`src/rtl/pa_noc.sv`:
```
// Shared NoC definitions: port indices, one-hot port vectors and the XY routing rule.
package pa_noc;

  localparam int NOC_PACKET_WIDTH = 8;
  localparam int NUM_PORTS = 5;

  typedef enum logic [2:0] {
    NI    = 3'd0,
    NORTH = 3'd1,
    SOUTH = 3'd2,
    EAST  = 3'd3,
    WEST  = 3'd4
  } port_e;

  typedef logic [NUM_PORTS-1:0] port_onehot_t;

  // Column first, then row; an all-zero result means the destination is outside the grid.
  function automatic port_onehot_t xy_route(input int dRow, input int dCol, input int row,
                                            input int col, input int gridRows,
                                            input int gridCols);
    port_onehot_t r;
    r = '0;
    if (dRow >= gridRows || dCol >= gridCols) r = '0;
    else if (dCol > col) r[EAST] = 1'b1;
    else if (dCol < col) r[WEST] = 1'b1;
    else if (dRow > row) r[SOUTH] = 1'b1;
    else if (dRow < row) r[NORTH] = 1'b1;
    else r[NI] = 1'b1;
    return r;
  endfunction

endpackage

```
`src/rtl/noc_rr_arbiter.sv`:
```
// Round-robin arbiter: search starts at the pointer, which moves past the winner on each grant.
module noc_rr_arbiter #(
  parameter int NUM_REQ = 5
) (
  input  logic               i_clk,
  input  logic               i_arst_n,
  input  logic [NUM_REQ-1:0] i_req,
  input  logic               i_enable,
  output logic [NUM_REQ-1:0] o_grant
);
  localparam int PTR_W = (NUM_REQ > 1) ? $clog2(NUM_REQ) : 1;

  logic [PTR_W-1:0] ptr;
  logic [PTR_W-1:0] ptrNext;
  logic [PTR_W:0]   sum;
  logic [PTR_W-1:0] idx;

  // Scanning from the farthest candidate back lets the nearest requester win.
  always_comb begin
    o_grant = '0;
    ptrNext = ptr;
    sum     = '0;
    idx     = '0;
    if (i_enable) begin
      for (int k = NUM_REQ - 1; k >= 0; k--) begin
        sum = {1'b0, ptr} + (PTR_W+1)'(k);
        if (sum >= (PTR_W+1)'(NUM_REQ)) sum = sum - (PTR_W+1)'(NUM_REQ);
        idx = sum[PTR_W-1:0];
        if (i_req[idx]) begin
          o_grant      = '0;
          o_grant[idx] = 1'b1;
          ptrNext      = (idx == PTR_W'(NUM_REQ - 1)) ? '0 : idx + PTR_W'(1);
        end
      end
    end
  end

  always_ff @(posedge i_clk or negedge i_arst_n) begin
    if (!i_arst_n) ptr <= '0;
    else ptr <= ptrNext;
  end

endmodule

```
`src/rtl/synchronousFifo.sv`:
```
// Single-clock FIFO with show-ahead head output; pushes when full and pops when empty are ignored.
module synchronousFifo #(
  parameter int DATA_WIDTH    = 8,
  parameter int ADDRESS_WIDTH = 2
) (
  input  logic                  i_clk,
  input  logic                  i_arst_n,
  input  logic [DATA_WIDTH-1:0] i_data,
  input  logic                  i_push,
  input  logic                  i_pop,
  output logic [DATA_WIDTH-1:0] o_data,
  output logic                  o_empty,
  output logic                  o_full
);
  localparam int DEPTH = 1 << ADDRESS_WIDTH;

  logic [DATA_WIDTH-1:0]  mem [DEPTH];
  logic [ADDRESS_WIDTH-1:0] wrPtr;
  logic [ADDRESS_WIDTH-1:0] rdPtr;
  logic [ADDRESS_WIDTH:0]   count;
  logic                     pushEn;
  logic                     popEn;

  assign pushEn  = i_push && !o_full;
  assign popEn   = i_pop && !o_empty;
  assign o_empty = (count == '0);
  assign o_full  = (count == (ADDRESS_WIDTH+1)'(DEPTH));
  assign o_data  = mem[rdPtr];

  always_ff @(posedge i_clk) begin
    if (pushEn) mem[wrPtr] <= i_data;
  end

  always_ff @(posedge i_clk or negedge i_arst_n) begin
    if (!i_arst_n) begin
      wrPtr <= '0;
      rdPtr <= '0;
      count <= '0;
    end else begin
      if (pushEn) wrPtr <= wrPtr + ADDRESS_WIDTH'(1);
      if (popEn) rdPtr <= rdPtr + ADDRESS_WIDTH'(1);
      if (pushEn && !popEn) count <= count + (ADDRESS_WIDTH+1)'(1);
      else if (popEn && !pushEn) count <= count - (ADDRESS_WIDTH+1)'(1);
    end
  end

endmodule

```
`src/rtl/noc_router_xbar.sv`:
```
// Five-port XY mesh router: buffered inputs, per-output round-robin crossbar, registered output slots.
module noc_router_xbar
  import pa_noc::*;
#(
  parameter int GRID_ROWS          = 4,
  parameter int GRID_COLS          = 4,
  parameter int PACKET_WIDTH       = pa_noc::NOC_PACKET_WIDTH,
  parameter int FIFO_ADDRESS_WIDTH = 2,
  parameter int ROW_LSB            = 2,
  parameter int COL_LSB            = 0,
  parameter int ROUTER_ROW         = 0,
  parameter int ROUTER_COL         = 0
) (
  input  logic                                 i_clk,
  input  logic                                 i_arst_n,
  input  logic [NUM_PORTS-1:0][PACKET_WIDTH-1:0] i_data,
  input  logic [NUM_PORTS-1:0]                 i_valid,
  output logic [NUM_PORTS-1:0]                 o_ready,
  output logic [NUM_PORTS-1:0][PACKET_WIDTH-1:0] o_data,
  output logic [NUM_PORTS-1:0]                 o_valid,
  input  logic [NUM_PORTS-1:0]                 i_ready,
  output logic                                 o_dropped
);
  localparam int ROW_W = (GRID_ROWS > 1) ? $clog2(GRID_ROWS) : 1;
  localparam int COL_W = (GRID_COLS > 1) ? $clog2(GRID_COLS) : 1;

  logic [NUM_PORTS-1:0][PACKET_WIDTH-1:0] fifoHead;
  logic [NUM_PORTS-1:0] fifoEmpty;
  logic [NUM_PORTS-1:0] fifoFull;
  logic [NUM_PORTS-1:0] fifoPop;
  logic [NUM_PORTS-1:0] dropReq;
  logic [NUM_PORTS-1:0] slotFree;
  port_onehot_t         headRoute [NUM_PORTS];
  port_onehot_t         reqMatrix [NUM_PORTS];
  port_onehot_t         grant     [NUM_PORTS];
  logic                 droppedReg;

  genvar gi, gj;

  generate
    for (gi = 0; gi < NUM_PORTS; gi++) begin : gInput
      logic [ROW_W-1:0] dRow;
      logic [COL_W-1:0] dCol;
      port_onehot_t     routeRaw;

      synchronousFifo #(
        .DATA_WIDTH   (PACKET_WIDTH),
        .ADDRESS_WIDTH(FIFO_ADDRESS_WIDTH)
      ) uFifo (
        .i_clk   (i_clk),
        .i_arst_n(i_arst_n),
        .i_data  (i_data[gi]),
        .i_push  (i_valid[gi] && !fifoFull[gi]),
        .i_pop   (fifoPop[gi]),
        .o_data  (fifoHead[gi]),
        .o_empty (fifoEmpty[gi]),
        .o_full  (fifoFull[gi])
      );

      assign o_ready[gi]   = !fifoFull[gi];
      assign dRow          = fifoHead[gi][ROW_LSB +: ROW_W];
      assign dCol          = fifoHead[gi][COL_LSB +: COL_W];
      assign routeRaw      = xy_route(int'(dRow), int'(dCol), ROUTER_ROW, ROUTER_COL,
                                      GRID_ROWS, GRID_COLS);
      assign headRoute[gi] = fifoEmpty[gi] ? '0 : routeRaw;
      // Out-of-grid heads bypass arbitration and are discarded immediately.
      assign dropReq[gi]   = !fifoEmpty[gi] && (routeRaw == '0);
    end

    for (gi = 0; gi < NUM_PORTS; gi++) begin : gTranspose
      for (gj = 0; gj < NUM_PORTS; gj++) begin : gReq
        assign reqMatrix[gi][gj] = headRoute[gj][gi];
      end
    end

    for (gi = 0; gi < NUM_PORTS; gi++) begin : gOutput
      logic                    slotValidReg;
      logic [PACKET_WIDTH-1:0] slotDataReg;
      logic [PACKET_WIDTH-1:0] grantData;

      assign slotFree[gi] = !slotValidReg || i_ready[gi];

      noc_rr_arbiter #(
        .NUM_REQ(NUM_PORTS)
      ) uArb (
        .i_clk   (i_clk),
        .i_arst_n(i_arst_n),
        .i_req   (reqMatrix[gi]),
        .i_enable(slotFree[gi]),
        .o_grant (grant[gi])
      );

      always_comb begin
        grantData = '0;
        for (int i = 0; i < NUM_PORTS; i++) begin
          if (grant[gi][i]) grantData = grantData | fifoHead[i];
        end
      end

      // Data is cleared on a plain handshake so an idle slot always reads as zero.
      always_ff @(posedge i_clk or negedge i_arst_n) begin
        if (!i_arst_n) begin
          slotValidReg <= 1'b0;
          slotDataReg  <= '0;
        end else if (|grant[gi]) begin
          slotValidReg <= 1'b1;
          slotDataReg  <= grantData;
        end else if (i_ready[gi]) begin
          slotValidReg <= 1'b0;
          slotDataReg  <= '0;
        end
      end

      assign o_valid[gi] = slotValidReg;
      assign o_data[gi]  = slotDataReg;
    end
  endgenerate

  always_comb begin
    fifoPop = dropReq;
    for (int o = 0; o < NUM_PORTS; o++) fifoPop = fifoPop | grant[o];
  end

  always_ff @(posedge i_clk or negedge i_arst_n) begin
    if (!i_arst_n) droppedReg <= 1'b0;
    else droppedReg <= |dropReq;
  end

  assign o_dropped = droppedReg;

endmodule
```
`config.mk`:
```
export PLATFORM = sky130hd
export DESIGN_NAME = noc_router_xbar
export DESIGN_NICKNAME = d
export VERILOG_FILES = /design/src/rtl/pa_noc.sv /design/src/rtl/noc_rr_arbiter.sv /design/src/rtl/synchronousFifo.sv /design/src/rtl/noc_router_xbar.sv
export SDC_FILE = /design/constraint.sdc
export NUM_CORES = 1
export LEC_CHECK = 0
export CORE_MARGIN = 2
export CORE_UTILIZATION = 65
export CTS_CLUSTER_SIZE = 10
export DETAILED_ROUTE_END_ITERATION = 8
export HOLD_SLACK_MARGIN = 0.03
export PLACE_DENSITY = 0.95
export SETUP_SLACK_MARGIN = 0.02
export SLEW_MARGIN = 0
export SYNTH_ARGS = -nofsm -noshare
export SYNTH_HDL_FRONTEND = slang
export SYNTH_SLANG_ARGS = --single-unit
export TNS_END_PERCENT = 5
```
`constraint.sdc`:
```
create_clock -name i_clk -period 8.1 [get_ports i_clk]
set_input_delay 2.43 -clock i_clk [delete_from_list [all_inputs] [get_ports i_clk]]
set_output_delay 2.43 -clock i_clk [all_outputs]
set_load 0.005 [all_outputs]
```
==> run summary <==
Status = finished, final reports clean
Fillers = 1392
DRC = 0
IO Port Bufs = 82
CTS HTree Levels = 1
Asr flop ratio synth = 31.0%
Final Hold Vio Count = 0
Yosys reg bits = 232
CP Class = register to register
Cell variety after synth = 104
# setup viols final = 0
Max Cap Viol = 0
Setup TNS = 0 ns
Worst Hold End = gInput[3].uFifo.count[2]
Fin Clk Skew = 0.0227 ns
Hold path cells = 1
Post-synthesis sequential area ratio = 44.6%
Global Route Usage Sum = 34.4%
Row cnt = 55
Final min period = 6.24 ns
Max Freq = 0.160 GHz
First-pass GRT wire length = 64200 um
Clk root buf = clkbuf_16
Slew at the pin closest to its max-slew limit = 1.22 ns
Top cells by area, synth = edfxtp_1 (32%), dfrtp_1 (12%), ha_1 (6.4%)
Initial antenna violation count = 0
Num CTS Buffers = 27
Drt via density = 7.18
# diodes = 0
Min-Delay Path Class = register to register
DRT Pass-1 Iters = 7
HP Start = gInput[3].uFifo.count[2]
CP Max Fanout = 30
Post-DRT Antenna Nets = 0
Fin crit share = 77.0%
Pin count of the biggest net entering global routing = 73
Die H = 155 um
Number of global-route vias before repair = 11500
Post-Syn Instances = 1295
CP Capture Type = register
Die Width = 155 um
RSZ-0062 raised after global routing = false
R2R depth = 15
Top Ports = 103
Area Overhead vs Synth = 11.1%
Hold_buf cts = 0
Die area = 24000 sq um
GP Congestion = 0.960
Top FF cell, synth = edfxtp_1
Clk buf depth = 3
Synth area leader = edfxtp_1
Post-CTS setup buffers = 0
Worst slew margin = 17.8%
Synthesized cell area = 14800 sq um
Worst Path Required = 8.57 ns
Synth warn = 0
Slew Limit Fails = 0
EDFF count, synth = 160
RR Startpoint = gOutput[2].uArb.ptr[0]
Initial Utilization = 65.8%
Worst Setup Start Kind = register
CTS sink cnt = 232
Avg Cell Area, Syn = 11.4 sq um
Arrival time worst endpoint = 6.70 ns
Via count = 12000
Reg2reg setup slack = 1.86 ns
Drt wl/cell = 24.9 um
TritonCTS clock tree = yes
Initial DRC Count = 1839
Share of the synthesized area in the top cell type = 32.5%
Grt total ovfl = 0
Cts repair resizes = 0
Post-Route WL = 41500 um
Final HPWL DP = 29100 um
Core area = 22500 sq um
Layout cells sized above 1 = 10.0%
Reg-to-reg endpoint = gInput[1].uFifo.count[2]
Layout Nets = 1495
Clock transition at the registers of the reported paths = 0.06 ns
Clk Latency, worst-skew pair = 0.55 ns
==> stage by stage <==
stage               worst slack (ns)  util [%]  hold WS (ns)  instances  cell area (sq um)
floorplan                       3.28         -         0.455       1313              14900
global placement                2.33      69.6         0.471       1615              15700
detailed placement              2.06      69.6         0.475       1615              15700
CTS                             1.98      73.1         0.493       1665              16400
global route                    1.53      73.1         0.517       1665              16400
finish                          1.86      73.1         0.492       1665              16400
==> metal layers <==
layer  vias up  global-route usage, %  part of all wire [%]
met5         -                      0                     0
met4         0                   16.1                   5.9
met3       236                   6.18                    11
met2       921                   57.1                    48
met1      5686                   44.3                    35
li1       5113                      -                     -
==> flip-flops by register name, summed over array words and instances, names as in the netlist <==
name                  count
gInput.uFifo.rdPtr       10
gInput.uFifo.wrPtr       10
gOutput.slotDataReg      24
gOutput.uArb.ptr          9
o_dropped                 1
gInput.uFifo.count       15
gInput.uFifo.mem        160
gOutput.slotValidReg      3
==> Yosys cell counts, types with 8 or more instances <==
master and number:
edfxtp_1 160, xnor2_1 33, o21ai_0 43, clkbuf_1 16
mux2_2 13, or3_1 14, and2_1 11, a221o_1 11
buf_4 26, fa_1 8, and3_1 25, nor2b_1 14
ha_1 76, a22oi_1 25, nor4_1 15, nand3_1 27
o211ai_1 16, a211oi_1 19, inv_1 70, xor2_1 14
a21o_1 20, dfrtp_1 72, a211o_1 11, or2_2 11
o22ai_1 13, a21oi_1 52, nand2b_1 19, nand4_1 8
a31oi_1 11, o31ai_1 13, mux2i_1 26, buf_2 21
a22o_1 23, nor2_1 56, nor3_1 28, nand2_1 73
mux4_2 40
==> cell families after synthesis <==
group / after synthesis / share of synthesized area, %
compound gates: 351 / 17.8
xor+xnor: 47 / 2.78
fa+ha+maj: 84 / 7.51
buf+inv: 145 / 4.77
flops: 232 / 44.6
mux: 82 / 9.16
other cells: 1 / 0.0253
simple gates: 353 / 13.3
==> worst max-delay path, stage by stage (launching register included) <==
cell     delay [ns]
dfrtp_1        0.87
inv_1          0.26
ha_1           0.32
ha_1           0.40
o22ai_1        0.69
a31oi_1        0.14
nor3_1         0.83
o31ai_1        0.18
a32o_1         0.38
o31ai_1        0.83
ha_1           0.33
inv_1          0.09
fa_1           0.39
xor2_1         0.16
nor2_1         0.13
xor2_1         0.17
==> cell type report <==
cell class / count / area (sq um) / share of cell area, %
clock inverters: 3 / 30.0 / 0.183
repair buffers: 88 / 863 / 5.25
flip-flops and latches: 232 / 6610 / 40.2
well taps: 285 / 357 / 2.17
multi-input cells: 936 / 7560 / 46.0
inverters: 74 / 278 / 1.69
clock buffers: 47 / 751 / 4.57
==> how the worst max path moves through the flow <==
stage | start | to | slack, ns | cells past startpoint
floorplan | gOutput[2].uArb.ptr[0] | gInput[4].uFifo.count[2] | 3.28 | 19
CTS | gOutput[2].uArb.ptr[0] | gInput[1].uFifo.count[2] | 1.98 | 16
detailed placement | gOutput[2].uArb.ptr[0] | gInput[1].uFifo.count[2] | 2.06 | 16
finish | gOutput[2].uArb.ptr[0] | gInput[1].uFifo.count[2] | 1.86 | 15
global placement | gOutput[2].uArb.ptr[0] | gInput[1].uFifo.count[2] | 2.33 | 16
global route | gOutput[2].uArb.ptr[0] | gInput[1].uFifo.count[2] | 1.53 | 15
==> placed cells by master (no fill, tap or decap), types with 13 or more instances in the layout <==
cell             Yosys  layout
nor2b_1             14      14
mux2i_1             26      26
xor2_1              14      14
ha_1                76      76
or3_1               14      14
conb_1               1      19
nand3_1             27      27
a211oi_1            19      19
mux2_2              13      13
a21oi_1             52      52
a22oi_1             25      25
nand2b_1            19      19
mux4_2              40      40
a21o_1              20      20
dfrtp_1             72      72
o22ai_1             13      13
and3_1              25      25
o31ai_1             13      13
nor2_1              56      56
xnor2_1             33      33
clkdlybuf4s50_1      0      81
nor4_1              15      15
clkbuf_16            0      27
nand2_1             73      73
o21ai_0             43      43
inv_1               70      70
o211ai_1            16      16
a22o_1              23      23
nor3_1              28      28
edfxtp_1           160     160
clkbuf_1            16      20
Power is not shown: default switching activity piles up to over one toggle a cycle in this logic, so the estimate is an artifact.
